==> src/rtl/mem_arb_pkg.sv <==
// Shared types and defaults for the fetch/data memory arbiter.
// Port selection for round-robin lives here so the arbiter and its users agree on it.
package mem_arb_pkg;

  localparam int DEFAULT_LATENCY    = 4;
  localparam int DEFAULT_ADDR_WIDTH = 16;
  localparam int DATA_WIDTH         = 16;

  typedef enum logic [1:0] {
    ST_IDLE = 2'd0,
    ST_BUSY = 2'd1,
    ST_RESP = 2'd2
  } arb_state_e;

  typedef enum logic {
    PORT_FETCH = 1'b0,
    PORT_DATA  = 1'b1
  } arb_port_e;

  // On a tie the port that was not served last wins.
  function automatic arb_port_e pickPort(input logic ifReq,
                                         input logic dmReq,
                                         input arb_port_e lastGrant);
    arb_port_e sel;
    sel = PORT_FETCH;
    if (ifReq && dmReq) begin
      sel = (lastGrant == PORT_FETCH) ? PORT_DATA : PORT_FETCH;
    end else if (dmReq) begin
      sel = PORT_DATA;
    end
    return sel;
  endfunction

endpackage

==> src/rtl/mem_lat_counter.sv <==
// Access-latency down-counter: loads LATENCY-1 on grant, counts to zero and holds there.
module mem_lat_counter #(
  parameter int LATENCY = 4,
  localparam int CW = $clog2(LATENCY) + 1
) (
  input  logic clk,
  input  logic rst_n,
  input  logic i_load,
  input  logic i_dec,
  output logic o_zero
);

  logic [CW-1:0] r_count;

  always_ff @(posedge clk or negedge rst_n) begin
    if (!rst_n) begin
      r_count <= '0;
    end else if (i_load) begin
      r_count <= CW'(LATENCY - 1);
    end else if (i_dec && (r_count != '0)) begin
      r_count <= r_count - 1'b1;
    end
  end

  assign o_zero = (r_count == '0);

endmodule

==> src/rtl/mem_arbiter.sv <==
// Shares one single-ported 16-bit memory between instruction fetch and data ports,
// emulating a fixed access latency with a req/done handshake per port.
module mem_arbiter
  import mem_arb_pkg::*;
#(
  parameter int ADDR_WIDTH = DEFAULT_ADDR_WIDTH,
  parameter int LATENCY    = DEFAULT_LATENCY
) (
  input  logic                  clk,
  input  logic                  rst_n,
  input  logic                  i_if_req,
  input  logic [ADDR_WIDTH-1:0] i_if_addr,
  output logic [15:0]           o_if_rdata,
  output logic                  o_if_done,
  input  logic                  i_dm_req,
  input  logic                  i_dm_wr,
  input  logic [ADDR_WIDTH-1:0] i_dm_addr,
  input  logic [15:0]           i_dm_wdata,
  output logic [15:0]           o_dm_rdata,
  output logic                  o_dm_done,
  output logic                  o_dm_err,
  output logic                  o_mem_en,
  output logic                  o_mem_wr,
  output logic [ADDR_WIDTH-1:0] o_mem_addr,
  output logic [15:0]           o_mem_wdata,
  input  logic [15:0]           i_mem_rdata
);

  localparam logic [1:0] S_IDLE = ST_IDLE;
  localparam logic [1:0] S_BUSY = ST_BUSY;
  localparam logic [1:0] S_RESP = ST_RESP;

  localparam logic [ADDR_WIDTH-1:0] ALIGN_MASK = ~{{(ADDR_WIDTH-1){1'b0}}, 1'b1};

  logic [1:0]            r_state;
  arb_port_e             r_grant;
  arb_port_e             r_lastGrant;
  logic                  r_wr;
  logic                  r_err;
  logic [ADDR_WIDTH-1:0] r_addr;
  logic [15:0]           r_wdata;
  logic [15:0]           r_ifRdata;
  logic [15:0]           r_dmRdata;

  arb_port_e             w_winner;
  logic                  w_anyReq;
  logic                  w_misaligned;
  logic                  w_load;
  logic                  w_busy;
  logic                  w_zero;
  logic                  w_access;

  assign w_anyReq     = i_if_req | i_dm_req;
  assign w_winner     = pickPort(i_if_req, i_dm_req, r_lastGrant);
  assign w_misaligned = (w_winner == PORT_DATA) && i_dm_addr[0];
  assign w_load       = (r_state == S_IDLE) && w_anyReq && !w_misaligned;
  assign w_busy       = (r_state == S_BUSY);
  assign w_access     = w_busy && w_zero;

  mem_lat_counter #(
    .LATENCY (LATENCY)
  ) u_latCounter (
    .clk    (clk),
    .rst_n  (rst_n),
    .i_load (w_load),
    .i_dec  (w_busy),
    .o_zero (w_zero)
  );

  // Requests are only looked at in IDLE; everything after the grant uses the latched copy.
  always_ff @(posedge clk or negedge rst_n) begin
    if (!rst_n) begin
      r_state     <= S_IDLE;
      r_grant     <= PORT_FETCH;
      r_lastGrant <= PORT_FETCH;
      r_wr        <= 1'b0;
      r_err       <= 1'b0;
      r_addr      <= '0;
      r_wdata     <= '0;
    end else begin
      case (r_state)
        S_IDLE: begin
          if (w_anyReq) begin
            r_grant <= w_winner;
            if (w_winner == PORT_DATA) begin
              r_wr    <= i_dm_wr;
              r_err   <= i_dm_addr[0];
              r_addr  <= i_dm_addr & ALIGN_MASK;
              r_wdata <= i_dm_wdata;
              r_state <= i_dm_addr[0] ? S_RESP : S_BUSY;
            end else begin
              r_wr    <= 1'b0;
              r_err   <= 1'b0;
              r_addr  <= i_if_addr & ALIGN_MASK;
              r_wdata <= '0;
              r_state <= S_BUSY;
            end
          end
        end
        S_BUSY: begin
          if (w_zero) begin
            r_state <= S_RESP;
          end
        end
        S_RESP: begin
          r_lastGrant <= r_grant;
          r_state     <= S_IDLE;
        end
        default: begin
          r_state <= S_IDLE;
        end
      endcase
    end
  end

  // Read data is captured on the access edge and held until that port's next read.
  always_ff @(posedge clk or negedge rst_n) begin
    if (!rst_n) begin
      r_ifRdata <= '0;
      r_dmRdata <= '0;
    end else if (w_access && !r_wr) begin
      if (r_grant == PORT_FETCH) begin
        r_ifRdata <= i_mem_rdata;
      end else begin
        r_dmRdata <= i_mem_rdata;
      end
    end
  end

  assign o_mem_en    = w_access;
  assign o_mem_wr    = w_access && r_wr;
  assign o_mem_addr  = w_access ? r_addr  : '0;
  assign o_mem_wdata = w_access ? r_wdata : '0;

  assign o_if_done   = (r_state == S_RESP) && (r_grant == PORT_FETCH);
  assign o_dm_done   = (r_state == S_RESP) && (r_grant == PORT_DATA);
  assign o_dm_err    = o_dm_done && r_err;
  assign o_if_rdata  = r_ifRdata;
  assign o_dm_rdata  = r_dmRdata;

endmodule

==> config.mk <==
export PLATFORM = sky130hd
export DESIGN_NAME = mem_arbiter
export DESIGN_NICKNAME = d
export VERILOG_FILES = /design/src/rtl/mem_arb_pkg.sv /design/src/rtl/mem_lat_counter.sv /design/src/rtl/mem_arbiter.sv
export SDC_FILE = /design/constraint.sdc
export NUM_CORES = 1
export LEC_CHECK = 0
export BUFFER_PORTS_ARGS = -buffer_cell sky130_fd_sc_hd__buf_2
export CORE_AREA = 2 2 109 69
export CTS_CLUSTER_DIAMETER = 50
export DETAILED_ROUTE_END_ITERATION = 8
export DIE_AREA = 0 0 111 71
export HOLD_SLACK_MARGIN = 0.12
export PLACE_DENSITY = 0.79
export SETUP_SLACK_MARGIN = 0.05
export SYNTH_ARGS = -nofsm -noshare
export SYNTH_HDL_FRONTEND = slang
export SYNTH_SLANG_ARGS = --single-unit
==> constraint.sdc <==
create_clock -name clk -period 2.39 [get_ports clk]
set_clock_uncertainty 0.05 [all_clocks]
set_input_delay 0.239 -clock clk [delete_from_list [all_inputs] [get_ports clk]]
set_output_delay 0.239 -clock clk [all_outputs]
set_load 0.1 [all_outputs]
==> impl_metrics.tcl <==
set metrics [dict create \
    cp_cell_sequence "inv_1 -> ha_1 -> ha_1 -> nand3b_4 -> inv_1 -> buf_12 -> and2_1 -> buf_12" \
    ys_warn_count 0 \
    synthTopCellsByCount "dfrtp_1, mux2_2, and2_1" \
    htreeDepth 3 \
    ys_top_cells_by_area "dfrtp_1, mux2_2, and2_1" \
    cts-root-buf "clkbuf_16" \
    synth.avg_cell_area_sq_um 13.8 \
    clkLatencyLatePin_ps 330 \
    synth-compound-area-share 0.0744 \
    drt_pass1_iterations 4 \
    crit_fanout 33 \
    vias 2454 \
    design_area_sq_mm 0.00515 \
    min_period_ps 2210 \
    crit_slowest_cell "dfrtp_1" \
    yosys.area_share.simple 0.0946 \
    reg2reg_depth 7 \
    die-area_sq_mm 0.00788 \
    layoutNonFillerInstCount 501 \
    wl_per_cell_um 15.9 \
    crit_family "buffers and inverters" \
    die_w_um 111 \
    status "finished clean" \
    fin_nets 476 \
    setup_tns_ps 0 \
    critical_path.startpoint "u_latCounter.r_count[0]" \
    hp-class "primary input to register" \
    hold_viol 0 \
    rsz0062_at_grt "no" \
    arrival_ps 1920 \
    synthAdderAreaFrac 0.00775 \
    drive_gt1_frac 0.561 \
    gr-total-overflow 0 \
    pwr_density_cell_mw_per_mm2 1520 \
    rr_endpoint "o_dm_rdata[7]" \
    synth_cell_types 34 \
    yosysMostFrequentCell "dfrtp_1" \
    core_area_sq_mm 0.00694 \
    clk_pin_slew_ps 50 \
    p_total_uw 7840 \
    r2r-start "u_latCounter.r_count[0]" \
    synth_nets 305 \
    critPathBufInv 4 \
    required_ps 2100 \
    n_antenna_cell 0 \
    synth_largest_area_cell "dfrtp_1" \
    ys_seq_area_frac 0.558 \
    placed_cells 451 \
    slew_viol_final 0 \
    endpoint_kind "output port" \
    start_util 0.465 \
    synthFlopType "dfrtp_1" \
    placed_area_sq_mm 0.00448 \
    dieHeight_um 71 \
    area_growth_pct 59.7 \
    grt_max_degree 73 \
    critPathCapture "o_mem_addr[4]" \
    dp_hpwl_um 5360 \
    max_stage_delay_ps 390 \
    register_area_sq_mm 0.00180 \
    holdWs_ps 157 \
    drc 0 \
    grt_pass1_vias 2450 \
    synth-async-reset-ratio 1.00 \
    multiInputGateArea_sq_mm 0.00134 \
    worstMarginPinSlew_ps 1050 \
    io_pins 138 \
    placementRows 24 \
    synth-edff-count 0 \
    gp_congestion 0.743 \
    clock_sinks 72 \
    drv_cap 0 \
    numCtsBuffers 9 \
    setup_viol 0 \
    antenna_found_initial 0 \
    synth_cells 234 \
    routed_wl_um 7960 \
    p_leak_uw 0.00252 \
    synth_seq_cells 72 \
    cts_tree "yes" \
    synth_top_family_by_area "multiplexers" \
    drt-initial-drc-count 104 \
    max_slew_margin 0.298 \
    critical_path_class "register to output port" \
    fin_crit_sh 0.924 \
    synth_top_area_frac 0.558 \
    synth_xor_area_frac 0.00271 \
    fillers 465 \
    clockBufferDepth 2 \
    vias_per_cell 4.90 \
    cp.depth 8 \
    max_freq_mhz 453 \
    synthMuxAreaShare 0.228 \
    synth_area_sq_mm 0.00323 \
    grt_pass1_wl_um 12600 \
    cp-start-kind "register" \
    vdd_drop_max_mv 1.52 \
    globalRouteTotalUtil 0.210 \
    port_buffers 135 \
    post-cts-setup-buffers 0 \
    reg2reg_slack_ps 430 \
    ant_nets 0 \
]
-- power breakdown --
part	switching, uW	total, uW	internal (uW)
combinational	3150	4310	1160
clock	471	1410	941
sequential	313	2120	1810
total	3930	7840	3910
-- logic make-up (layout without fill, tap and decap cells) --
| logic type | after synthesis | in the layout |
|---|---|---|
| fa+ha+maj | 2 | 2 |
| buf+inv | 19 | 195 |
| xor+xnor | 1 | 1 |
| simple gates | 48 | 48 |
| mux | 62 | 62 |
| other cells | 1 | 1 |
| compound gates | 29 | 29 |
| flops | 72 | 72 |
-- layer usage --
metal / wire length, um / global-route usage / part of all wire
met4: 89 / 0.0667 / 0.011
met3: 296 / 0.0574 / 0.037
met2: 4130 / 0.360 / 0.52
met5: 0 / 0 / 0
met1: 3450 / 0.263 / 0.43
-- worst min-delay path: cells and delay by family --
kind | cells | cell delay (ps)
compound gates | 2 | 170
buf+inv | 1 | 90
-- per-stage QoR --
stage / setup slack (ps) / utilization
floorplan: -205 / -
global placement: 467 / 0.646
detailed placement: 400 / 0.646
CTS: 104 / 0.741
global route: 63.4 / 0.743
finish: 181 / 0.743
-- cells in the final DEF, fill, tap and decap left out, drive strengths merged --
cell type / instances
a21boi: 1
nor2b: 1
and3: 1
o21ai: 2
clkbuf: 13
xnor2: 1
nor3b: 1
a21o: 2
inv: 6
buf: 139
nand2: 2
conb: 1
nor3: 2
bufinv: 2
o221a: 1
or3: 1
o221ai: 1
and2: 32
mux2: 62
a22o: 17
nand3b: 1
clkinv: 1
a21oi: 3
nor2: 3
nand2b: 3
a2bb2oi: 1
dlygate4sd3: 34
ha: 2
dfrtp: 72
or2: 1
o21bai: 1
-- worst min path at each step --
stage	start	end	slack (ps)	cells past startpoint
finish	i_dm_addr[0]	r_state[1]	160	3
CTS	i_dm_addr[0]	r_state[1]	140	3
detailed placement	rst_n	o_if_rdata[3]	380	1
global route	i_dm_addr[0]	r_state[1]	220	3
global placement	rst_n	o_dm_rdata[3]	370	1
floorplan	rst_n	o_dm_rdata[0]	-110	0
-- registers in the layout, summed over array words and instances, names as in the netlist --
register and cells:
r_lastGrant 1, u_latCounter.r_count 3, r_wdata 16, o_dm_rdata 16
r_addr 15, o_if_rdata 16, r_wr 1, r_grant 1
r_state 2, r_err 1
-- final cells by class --
| type | instances | area share |
|---|---|---|
| tap | 91 | 0.0221 |
| sequential | 72 | 0.350 |
| clock buffer | 13 | 0.0486 |
| clock inverter | 3 | 0.0126 |
| timing repair buffer | 173 | 0.302 |
| multi-input combinational | 143 | 0.261 |
| inverter | 6 | 0.00437 |
-- timing repair --
item | 4_1_cts | 5_1_grt
cloned | 0 | 0
hold buffers | 34 | 0
endpoints found under the hold margin | 121 | 0
resized for setup | 1 | 3
setup endpoints to repair | 1 | 30
Power figures use the tool's default switching activity.
